**config.mk**
```make
export PLATFORM = sky130hd
export DESIGN_NAME = neck_detect_ctrl_flat
export DESIGN_NICKNAME = d
export VERILOG_FILES = /design/src/rtl/neck_detect_ctrl_if.sv /design/src/rtl/neck_detect_ctrl.sv /design/src/flat_wrapper.sv
export SDC_FILE = /design/constraint.sdc
export NUM_CORES = 1
export LEC_CHECK = 0
export BUFFER_PORTS_ARGS = -buffer_cell sky130_fd_sc_hd__buf_4
export CAP_MARGIN = 20
export CORE_MARGIN = 3
export CORE_UTILIZATION = 55
export CTS_BUF_LIST = sky130_fd_sc_hd__clkbuf_16
export DETAILED_ROUTE_END_ITERATION = 8
export PLACE_DENSITY = 0.87
export SLEW_MARGIN = 20
export SYNTH_ARGS = -nofsm -noshare
export SYNTH_HDL_FRONTEND = slang
export SYNTH_SLANG_ARGS = --single-unit
```
**constraint.sdc**
```tcl
create_clock -name clk -period 7.9 [get_ports clk]
set_clock_uncertainty 0.05 [all_clocks]
set_input_delay 0.79 -clock clk [delete_from_list [all_inputs] [get_ports clk]]
set_output_delay 0.79 -clock clk [all_outputs]
set_load 0.05 [all_outputs]
```
**src/rtl/neck_detect_ctrl_if.sv**
```systemverilog
// Sample/result bundle between kalman_filter, neck_detect_ctrl and the power_switch pad.
// The slave modport is the detector's view; the master modport is the upstream/driver view.
interface neck_detect_ctrl_if #(parameter int DW = 13);
  logic                 en;
  logic                 din_valid;
  logic signed [DW-1:0] din;
  logic signed [DW-1:0] d1_out;
  logic signed [DW-1:0] d2_out;
  logic                 dout_valid;
  logic                 power_switch;
  logic                 neck_flag;
  logic [2:0]           state;
  logic [15:0]          neck_cnt;

  modport master (
    output en, din_valid, din,
    input  d1_out, d2_out, dout_valid, power_switch, neck_flag, state, neck_cnt
  );
  modport slave (
    input  en, din_valid, din,
    output d1_out, d2_out, dout_valid, power_switch, neck_flag, state, neck_cnt
  );
endinterface

```
**src/rtl/neck_detect_ctrl.sv**
```systemverilog
// Neck detector: 1st/2nd differences of the filtered weld voltage, N-sample confirmation,
// cut / hold-off sequencing of the welder power switch. Define NECK_STAT_EN to build the neck counter.
module neck_detect_ctrl #(
  parameter int                   DW             = 13,
  parameter logic signed [DW-1:0] THR1           = DW'(20),
  parameter logic signed [DW-1:0] THR2           = DW'(8),
  parameter int                   CONFIRM_N      = 3,
  parameter int                   OFF_CYCLES     = 2000,
  parameter int                   HOLDOFF_CYCLES = 10000,
  parameter int                   CW             = 16
) (
  input logic           clk,
  input logic           rst_n,
  neck_detect_ctrl_if.slave bus
);

  typedef enum logic [2:0] {
    IDLE    = 3'd0,
    ARM     = 3'd1,
    CUT     = 3'd2,
    HOLDOFF = 3'd3
  } state_t;

  localparam logic [CW-1:0] OFF_LD  = CW'(OFF_CYCLES);
  localparam logic [CW-1:0] HOLD_LD = CW'(HOLDOFF_CYCLES);
  localparam logic [3:0]    CONF_N  = 4'(CONFIRM_N);

  // Clamp a DW+1 bit difference back into DW bits.
  function automatic logic signed [DW-1:0] sat(input logic signed [DW:0] v);
    if (v[DW] != v[DW-1])
      return v[DW] ? {1'b1, {(DW-1){1'b0}}} : {1'b0, {(DW-1){1'b1}}};
    return v[DW-1:0];
  endfunction

  logic signed [DW-1:0] x1, d1_prev, d1_q, d2_q, d1_nxt, d2_nxt;
  logic signed [DW:0]   d1_wide, d2_wide;
  logic [1:0]           prime;
  logic                 primed_q, dv_q, qual;

  state_t          st, st_nxt;
  logic [3:0]      conf, conf_nxt;
  logic [CW-1:0]   tmr, tmr_nxt;
  logic            flag_q, flag_nxt, ps_q;

  assign d1_wide = {bus.din[DW-1], bus.din} - {x1[DW-1], x1};
  assign d1_nxt  = sat(d1_wide);
  assign d2_wide = {d1_nxt[DW-1], d1_nxt} - {d1_prev[DW-1], d1_prev};
  assign d2_nxt  = sat(d2_wide);

  // Difference pipeline runs regardless of en or FSM state.
  always_ff @(posedge clk or negedge rst_n) begin
    if (!rst_n) begin
      x1       <= '0;
      d1_prev  <= '0;
      d1_q     <= '0;
      d2_q     <= '0;
      prime    <= '0;
      primed_q <= 1'b0;
      dv_q     <= 1'b0;
    end else begin
      dv_q <= bus.din_valid;
      if (bus.din_valid) begin
        x1       <= bus.din;
        d1_prev  <= d1_nxt;
        d1_q     <= d1_nxt;
        d2_q     <= d2_nxt;
        primed_q <= (prime == 2'd2);
        if (prime != 2'd2) prime <= prime + 2'd1;
      end
    end
  end

  assign qual = dv_q && primed_q && (d1_q >= THR1) && (d2_q >= THR2);

  always_comb begin
    st_nxt   = st;
    conf_nxt = conf;
    tmr_nxt  = tmr;
    flag_nxt = 1'b0;
    case (st)
      IDLE: begin
        conf_nxt = '0;
        if (bus.en) st_nxt = ARM;
      end
      ARM: begin
        if (!bus.en) begin
          st_nxt   = IDLE;
          conf_nxt = '0;
        end else if (qual) begin
          if (conf + 4'd1 == CONF_N) begin
            st_nxt   = CUT;
            tmr_nxt  = OFF_LD;
            conf_nxt = '0;
            flag_nxt = 1'b1;
          end else begin
            conf_nxt = conf + 4'd1;
          end
        end else if (dv_q) begin
          conf_nxt = '0;
        end
      end
      CUT: begin
        if (tmr == CW'(1)) begin
          st_nxt  = HOLDOFF;
          tmr_nxt = HOLD_LD;
        end else begin
          tmr_nxt = tmr - CW'(1);
        end
      end
      HOLDOFF: begin
        conf_nxt = '0;
        if (tmr == CW'(1)) st_nxt = bus.en ? ARM : IDLE;
        else               tmr_nxt = tmr - CW'(1);
      end
      default: begin
        st_nxt   = IDLE;
        conf_nxt = '0;
      end
    endcase
  end

  always_ff @(posedge clk or negedge rst_n) begin
    if (!rst_n) begin
      st     <= IDLE;
      conf   <= '0;
      tmr    <= '0;
      flag_q <= 1'b0;
      ps_q   <= 1'b1;
    end else begin
      st     <= st_nxt;
      conf   <= conf_nxt;
      tmr    <= tmr_nxt;
      flag_q <= flag_nxt;
      ps_q   <= (st_nxt != CUT);
    end
  end

`ifdef NECK_STAT_EN
  logic [15:0] cnt;
  always_ff @(posedge clk or negedge rst_n) begin
    if (!rst_n)                       cnt <= '0;
    else if (flag_q && cnt != 16'hFFFF) cnt <= cnt + 16'd1;
  end
  assign bus.neck_cnt = cnt;
`else
  assign bus.neck_cnt = '0;
`endif

  assign bus.d1_out       = d1_q;
  assign bus.d2_out       = d2_q;
  assign bus.dout_valid   = dv_q;
  assign bus.power_switch = ps_q;
  assign bus.neck_flag    = flag_q;
  assign bus.state        = st;

endmodule

```
**src/flat_wrapper.sv**
```systemverilog
// flat-port wrapper written by rule: the top's interface ports become plain ports
module neck_detect_ctrl_flat 
#(
  parameter int                   DW             = 13,
  parameter logic signed [DW-1:0] THR1           = DW'(20),
  parameter logic signed [DW-1:0] THR2           = DW'(8),
  parameter int                   CONFIRM_N      = 3,
  parameter int                   OFF_CYCLES     = 2000,
  parameter int                   HOLDOFF_CYCLES = 10000,
  parameter int                   CW             = 16
)
  (clk, rst_n, bus_en, bus_din_valid, bus_din, bus_d1_out, bus_d2_out, bus_dout_valid, bus_power_switch, bus_neck_flag, bus_state, bus_neck_cnt);
  neck_detect_ctrl_if #(.DW(DW)) bus_i ();
  input logic clk;
  input logic rst_n;
  input wire logic [$bits(bus_i.en)-1:0] bus_en;
  input wire logic [$bits(bus_i.din_valid)-1:0] bus_din_valid;
  input wire logic [$bits(bus_i.din)-1:0] bus_din;
  output wire logic [$bits(bus_i.d1_out)-1:0] bus_d1_out;
  output wire logic [$bits(bus_i.d2_out)-1:0] bus_d2_out;
  output wire logic [$bits(bus_i.dout_valid)-1:0] bus_dout_valid;
  output wire logic [$bits(bus_i.power_switch)-1:0] bus_power_switch;
  output wire logic [$bits(bus_i.neck_flag)-1:0] bus_neck_flag;
  output wire logic [$bits(bus_i.state)-1:0] bus_state;
  output wire logic [$bits(bus_i.neck_cnt)-1:0] bus_neck_cnt;
  assign bus_i.en = bus_en;
  assign bus_i.din_valid = bus_din_valid;
  assign bus_i.din = bus_din;
  assign bus_d1_out = bus_i.d1_out;
  assign bus_d2_out = bus_i.d2_out;
  assign bus_dout_valid = bus_i.dout_valid;
  assign bus_power_switch = bus_i.power_switch;
  assign bus_neck_flag = bus_i.neck_flag;
  assign bus_state = bus_i.state;
  assign bus_neck_cnt = bus_i.neck_cnt;
  neck_detect_ctrl #(.DW(DW), .THR1(THR1), .THR2(THR2), .CONFIRM_N(CONFIRM_N), .OFF_CYCLES(OFF_CYCLES), .HOLDOFF_CYCLES(HOLDOFF_CYCLES), .CW(CW)) u_core (.clk(clk), .rst_n(rst_n), .bus(bus_i));
endmodule
```
==> flow_summary.yaml, run 1 <==
status:
  run_status: "finished clean"
global_routing:
  wire_length_of_the_first_global_routing_pass_mm: 17.8
  grt.total_usage_pct: 22.4
  grt_pass1_vias: 3777
  pin_count_of_the_biggest_net_entering_global_routing: 69
  globalRoute.totalOverflow: 0
  grt_antenna_before_repair: 0
worst_setup_path:
  critPathArrivalTime_ns: 6.15
  timing_worst_setup_path_type: "primary input to flop"
  critPathSlowestCell: "sky130_fd_sc_hd__xnor2_1"
  worst_setup_path_end_kind: "flop"
  largest_stage_delay_on_the_critical_path_ns: 0.83
  timing.critical_path.required_ns: 8.09
  critical_path.max_fanout: 15
  r2r_setup_slack_ns: 2.13
  startpoint_type: "primary input"
  critical_path.cell_chain: "buf_4 -> inv_1 -> ha_1 -> fa_1 -> nand2b_1 -> nor3b_1 -> o211a_1 -> o31ai_2 -> xor2_2 -> nand2_1 -> a21o_1 -> ha_1 -> fa_1 -> nand2b_1 -> a21oi_1 -> o31a_1 -> a41oi_1 -> xnor2_1 -> o21ai_1 -> o22ai_1"
pwr:
  peakVddDrop_uv: 239
  pwr-share-comb_pct: 54.9
  power.static_leakage_nw: 2.49
  power_frac_clock_pct: 20.9
  cellInternalPower_mw: 1.11
  power.sequential.fraction_pct: 24.2
  power.density_cell_area_nw_per_um2: 377
  sw_share_pct: 45.7
  p_sw_uw: 934
synthesis:
  register_bit_total_from_synthesis: 68
  synth_top_area_share_pct: 35.2
  ys_dominant_reg_cell: "sky130_fd_sc_hd__dfrtp_1"
  syn-cell-area_sq_um: 4760
  synth_sequential_area_ratio_pct: 35.7
  synth_top_area_cell: "sky130_fd_sc_hd__dfrtp_1"
  async_flop_share_pct: 100
  synth_area_per_cell_sq_um: 9.16
  postSynthCellCount: 520
  netlist-cell-type-count: 79
  synth_edf_count: 0
  post-synth-top-count-cell: "sky130_fd_sc_hd__dfrtp_1"
  synthTopCellsByArea: "sky130_fd_sc_hd__dfrtp_1, sky130_fd_sc_hd__ha_1, sky130_fd_sc_hd__o21ai_0, sky130_fd_sc_hd__inv_1, sky130_fd_sc_hd__a21oi_1"
  synth.yosys.warnings: 0
  yosys-top-cells-count: "sky130_fd_sc_hd__dfrtp_1, sky130_fd_sc_hd__inv_1, sky130_fd_sc_hd__nand2_1"
detailed_routing:
  antenna_violating_nets_left: 0
  detail_route.vias_per_cell: 5.86
  detailedRoute.firstPassIterationCount: 5
  via_count: 3958
  detail_route.wirelength_mm: 10.9
  drc: 0
  wl_per_cell_microns: 16.1
  drtIter0Drc: 214
clock_network:
  ctsResizeCount: 0
  tritoncts: "built"
  cts.root.buffer_cell: "sky130_fd_sc_hd__clkbuf_16"
  cts_setup_buffers: 0
  cts_buffer_depth: 2
  clk_latency_ns: 0.33
  cts.sinks: 68
  post_cts_hold_buffer_count: 0
  path_clk_slew_ns: 0.06
  ctsHtreeMaxLevel: 3
  cts_bufs_inserted: 9
timing:
  report.final.slew_viol_count: 0
  clock.fmax_ghz: 0.168
  worst_slew_pin_slew_ns: 1.03
  share_of_the_clock_period_used_by_the_worst_path_after_layout_pct: 75.4
  tns_ns: 0
  setup_viol: 0
  finalHoldViolations: 0
  grt_setup_unrepaired: "false"
  slew_headroom_pct: 30.6
  fin_crit_ns: 5.96
layout:
  final_net_count: 615
  diodes: 0
  final-seq-area_sq_um: 1700
  fraction_of_layout_instances_using_a_drive_strength_above_1_pct: 17.7
  post-route-util_pct: 65.3
  area.growth.synth_to_final_pct: 13.8
  fillers: 647
  multi_input_area_sq_um: 2720
die:
  floorplan.die_area_sq_um: 9820
  placement_rows: 33
  fp.dieW_microns: 99.1
  floorplan.io_pins: 65
  floorplan.initialDensity_pct: 57.4
  core_region_area_sq_um: 8300
  die_boundary_height_microns: 99.1
min_path:
  hp-class: "flop to flop"
placed_design:
  dp.final_hpwl_mm: 7.59
  routability_congestion_estimate_from_global_placement: 0.904
  io_buffers: 48
job:
  drv.max_cap_violation_count: 0
per-layer routing:
| metal | vias up | track usage, % | share of wire (%) |
|---|---|---|---|
| met1 | 1931 | 27.4 | 42 |
| met5 | - | 0 | 0 |
| met2 | 115 | 38.7 | 51 |
| met3 | 22 | 3.75 | 4.3 |
| li1 | 1890 | - | - |
| met4 | 0 | 9.56 | 2.3 |
power groups by stage:
stage / Clock, mW / Combinational [mW] / Sequential (mW)
after floorplan: 0 / 0.643 / 0.691
after global placement: 0 / 1.05 / 0.492
after detailed placement: 0 / 1.09 / 0.499
after CTS: 0.433 / 1.11 / 0.493
after global routing: 0.449 / 1.22 / 0.502
final: 0.428 / 1.12 / 0.494
kinds of logic (layout without fill, tap and decap cells):
logic type / count (synthesis) / after routing / synth area share [%]
other: 1 / 17 / 0.0787
xor gates and xnor gates: 29 / 29 / 5.49
AOI/OAI and AO/OA: 141 / 141 / 19.5
DFF: 68 / 68 / 35.7
muxes: 12 / 12 / 2.81
buffers and inverters: 81 / 115 / 8.61
and+or+nand+nor: 146 / 146 / 16.8
adders and majority gates: 42 / 42 / 11.0
final timing paths:
kind                                              from                                to  depth (start not counted)
min in group asynchronous                        rst_n         u_core.tmr[8]$_DFFE_PN0P_                          1
hold / removal             u_core.prime[0]$_DFFE_PN0P_       u_core.prime[0]$_DFFE_PN0P_                          1
hold reg to reg            u_core.prime[0]$_DFFE_PN0P_       u_core.prime[0]$_DFFE_PN0P_                          1
max in group asynchronous                        rst_n        u_core.conf[2]$_DFFE_PN0P_                          1
setup reg to reg              u_core.x1[0]$_DFFE_PN0P_  u_core.bus.d2_out[6]$_DFFE_PN0P_                         18
setup / recovery                            bus_din[0]  u_core.bus.d2_out[6]$_DFFE_PN0P_                         20
cell type report:
type	instances	area share, %
Multi-Input combinational cell	387	50.1
Sequential cell	68	31.4
Timing Repair Buffer	48	6.65
Clock buffer	9	4.16
Inverter	51	3.53
Tap cell	105	2.42
Clock inverter	7	1.69
per-stage QoR:
step | cell area (sq um) | instances | setup WS, ns | hold slack, ns | power (mW)
2_1_floorplan | 4820 | 536 | 2.88 | 0.396 | 1.33
3_3_place_gp | 5100 | 659 | 2.04 | 0.410 | 1.55
3_5_place_dp | 5100 | 659 | 1.81 | 0.417 | 1.59
4_1_cts | 5410 | 675 | 1.98 | 0.428 | 2.04
5_1_grt | 5420 | 675 | 1.49 | 0.450 | 2.17
6_report | 5420 | 675 | 1.94 | 0.427 | 2.04
cells in the final DEF (no fill, tap or decap), drive strengths merged, types with 3 or more instances in the layout:
cell type / synthesis / routed
a21boi: 5 / 5
a21o: 4 / 4
a21oi: 34 / 34
a31oi: 4 / 4
a41oi: 3 / 3
and2: 3 / 3
buf: 22 / 48
clkbuf: 8 / 9
clkinv: 0 / 5
conb: 1 / 17
dfrtp: 67 / 67
ha: 31 / 31
inv: 51 / 51
maj3: 9 / 9
mux2: 11 / 11
nand2: 41 / 41
nand2b: 10 / 10
nand3: 11 / 11
nand3b: 3 / 3
nor2: 34 / 34
nor2b: 4 / 4
nor3: 9 / 9
nor3b: 4 / 4
nor4: 6 / 6
nor4b: 4 / 4
o21a: 4 / 4
o21ai: 45 / 45
o21bai: 3 / 3
o22ai: 15 / 15
o31ai: 4 / 4
or3: 4 / 4
xnor2: 18 / 18
xor2: 11 / 11
critical path, delay by kind of cell:
| family | cells | cell delay, ns |
|---|---|---|
| AOI/OAI and AO/OA | 8 | 1.84 |
| xor gates and xnor gates | 2 | 1.37 |
| and+or+nand+nor | 4 | 0.80 |
| adders and majority gates | 4 | 1.22 |
| buffers and inverters | 2 | 0.11 |
sequential cells by signal, summed over array words and instances, names as in the netlist:
register                 cells
u_core.bus.power_switch      1
u_core.bus.neck_flag         1
u_core.tmr                  16
u_core.bus.d2_out           13
u_core.bus.dout_valid        1
u_core.x1                   13
u_core.primed_q              1
u_core.d1_prev              13
u_core.prime                 2
u_core.bus.state             3
u_core.conf                  4
No activity file was read; power rests on OpenSTA's default activity.
==> inputs of run 2 (changes only) <==
Clock period 7.9 ns to 6.2 ns, I/O delays scaled along.
==> flow_summary.yaml, run 2 (synthesized netlist as in run 1, its figures left out) <==
die:
  fp.dieW_microns: 99.1
  floorplan.initialDensity_pct: 57.4
  die_boundary_height_microns: 99.1
  floorplan.io_pins: 65
  core_region_area_sq_um: 8300
  floorplan.die_area_sq_um: 9820
  placement_rows: 33
clock_network:
  cts.root.buffer_cell: "sky130_fd_sc_hd__clkbuf_16"
  clk_latency_ns: 0.33
  cts_buffer_depth: 2
  path_clk_slew_ns: 0.06
  post_cts_hold_buffer_count: 0
  ctsResizeCount: 0
  cts_bufs_inserted: 9
  cts_setup_buffers: 0
  cts.sinks: 68
  tritoncts: "built"
  ctsHtreeMaxLevel: 3
detailed_routing:
  via_count: 3887
  detail_route.vias_per_cell: 5.74
  met3_wirelength_microns: 436
  met2WireLength_mm: 5.27
  detailedRoute.firstPassIterationCount: 5
  highest-signal-layer: "met4"
  drc: 0
  drtIter0Drc: 177
  detail_route.wirelength_mm: 10.5
  met1_length_mm: 4.57
  antenna_violating_nets_left: 0
  wl_per_cell_microns: 15.4
timing:
  setup_viol: 0
  finalHoldViolations: 0
  slew_headroom_pct: 43.2
  share_of_the_clock_period_used_by_the_worst_path_after_layout_pct: 84.7
  worst_slew_pin_slew_ns: 0.852
  clock.fmax_ghz: 0.190
  grt_setup_unrepaired: "false"
  report.final.slew_viol_count: 0
  fin_crit_ns: 5.25
  worst_slack_ns: 0.947
  tns_ns: 0
layout:
  area.growth.synth_to_final_pct: 14.5
  diodes: 0
  most_common_cell_after_layout_fill_and_taps_aside: "sky130_fd_sc_hd__dfrtp_1"
  final_net_count: 617
  post-route-util_pct: 65.7
  layout.cells.most_common_list: "sky130_fd_sc_hd__dfrtp_1, sky130_fd_sc_hd__inv_1, sky130_fd_sc_hd__buf_4"
  fillers: 634
  post_layout_nonfiller_instances: 677
  fraction_of_layout_instances_using_a_drive_strength_above_1_pct: 17.8
  largest_register_ffs: 16
  largest_register: "u_core.tmr"
pwr:
  peakVddDrop_uv: 264
  power.sequential.fraction_pct: 23.7
  power.density_cell_area_nw_per_um2: 486
  power.static_leakage_nw: 2.51
  sw_share_pct: 44.6
  power_frac_clock_pct: 22.2
  p_sw_mw: 1.18
  cellInternalPower_mw: 1.47
  pwr-share-comb_pct: 54.2
worst_setup_path:
  r2r_setup_slack_ns: 0.98
  startpoint_type: "primary input"
  largest_stage_delay_on_the_critical_path_ns: 0.51
  critPathArrivalTime_ns: 5.39
  timing_worst_setup_path_type: "primary input to flop"
  cp_top_family: "compound AO/OA/AOI/OAI gates"
  cp_num_buf_inv: 3
  critical_path.cell_chain: "buf_4 -> inv_1 -> ha_1 -> fa_1 -> nand2b_1 -> nor3b_1 -> o211a_1 -> o31ai_2 -> xor2_2 -> nand2_1 -> a21o_1 -> ha_1 -> fa_1 -> nand2b_1 -> a21oi_1 -> o31a_1 -> a41oi_1 -> xnor2_1 -> buf_4 -> o21ai_1 -> o22ai_1"
  critPathSlowestCell: "sky130_fd_sc_hd__xor2_2"
  timing.critical_path.required_ns: 6.33
  worst_setup_path_end_kind: "flop"
  critical_path.max_fanout: 15
global_routing:
  wire_length_of_the_first_global_routing_pass_mm: 17.4
  grt.total_usage_pct: 21.7
  grt_antenna_before_repair: 0
  pin_count_of_the_biggest_net_entering_global_routing: 69
  grt_pass1_vias: 3714
  globalRoute.totalOverflow: 0
status:
  run_status: "finished clean"
placed_design:
  io_buffers: 48
  post-place-cells: 661
  pre_cts_ws_ns: 0.716
  routability_congestion_estimate_from_global_placement: 0.919
  dp.final_hpwl_mm: 7.73
job:
  drv.max_cap_violation_count: 0
min_path:
  hp-class: "primary input to async pin"
==> run 2: metrics by stage <==
| stage | hold WS [ns] | area [sq um] | power, mW |
|---|---|---|---|
| final | 0.339 | 5450 | 2.65 |
| after CTS | 0.385 | 5450 | 2.64 |
| after global routing | 0.409 | 5450 | 2.80 |
| after detailed placement | 0.419 | 5110 | 2.04 |
| after global placement | 0.410 | 5110 | 1.99 |
| after floorplan | 0.274 | 4820 | 1.70 |
==> run 2: cell type report <==
cell class / instances / area (sq um) / share of cell area, %
Timing Repair Buffer: 50 / 375 / 6.88
Clock inverter: 7 / 116 / 2.13
Inverter: 51 / 191 / 3.51
Clock buffer: 9 / 225 / 4.13
Multi-Input combinational cell: 387 / 2710 / 49.7
Sequential cell: 68 / 1700 / 31.2
Tap cell: 105 / 131 / 2.41
==> run 2: worst paths after layout <==
check / depth (start not counted) / start / endpoint
worst max-delay path: 21 / bus_din[0] / u_core.bus.d2_out[5]$_DFFE_PN0P_
worst min-delay path: 1 / rst_n / u_core.tmr[8]$_DFFE_PN0P_
worst max register to register: 19 / u_core.x1[0]$_DFFE_PN0P_ / u_core.bus.d2_out[5]$_DFFE_PN0P_
worst min register to register: 1 / u_core.prime[0]$_DFFE_PN0P_ / u_core.prime[0]$_DFFE_PN0P_
max in group asynchronous: 1 / rst_n / u_core.d1_prev[2]$_DFFE_PN0P_
min in group clk: 1 / u_core.prime[0]$_DFFE_PN0P_ / u_core.prime[0]$_DFFE_PN0P_
==> run 2: power groups by stage <==
stage / Sequential, mW / Clock (mW) / Combinational, mW
4_1_cts: 0.625 / 0.594 / 1.42
3_3_place_gp: 0.626 / 0 / 1.37
2_1_floorplan: 0.880 / 0 / 0.819
6_report: 0.627 / 0.587 / 1.43
3_5_place_dp: 0.633 / 0 / 1.41
5_1_grt: 0.640 / 0.615 / 1.55
==> run 2: routing by layer <==
metal	global-route usage [%]	up-vias
li1	-	1903
met1	28.2	1860
met2	36.6	103
met3	4.03	21
met4	6.62	0
met5	0	-
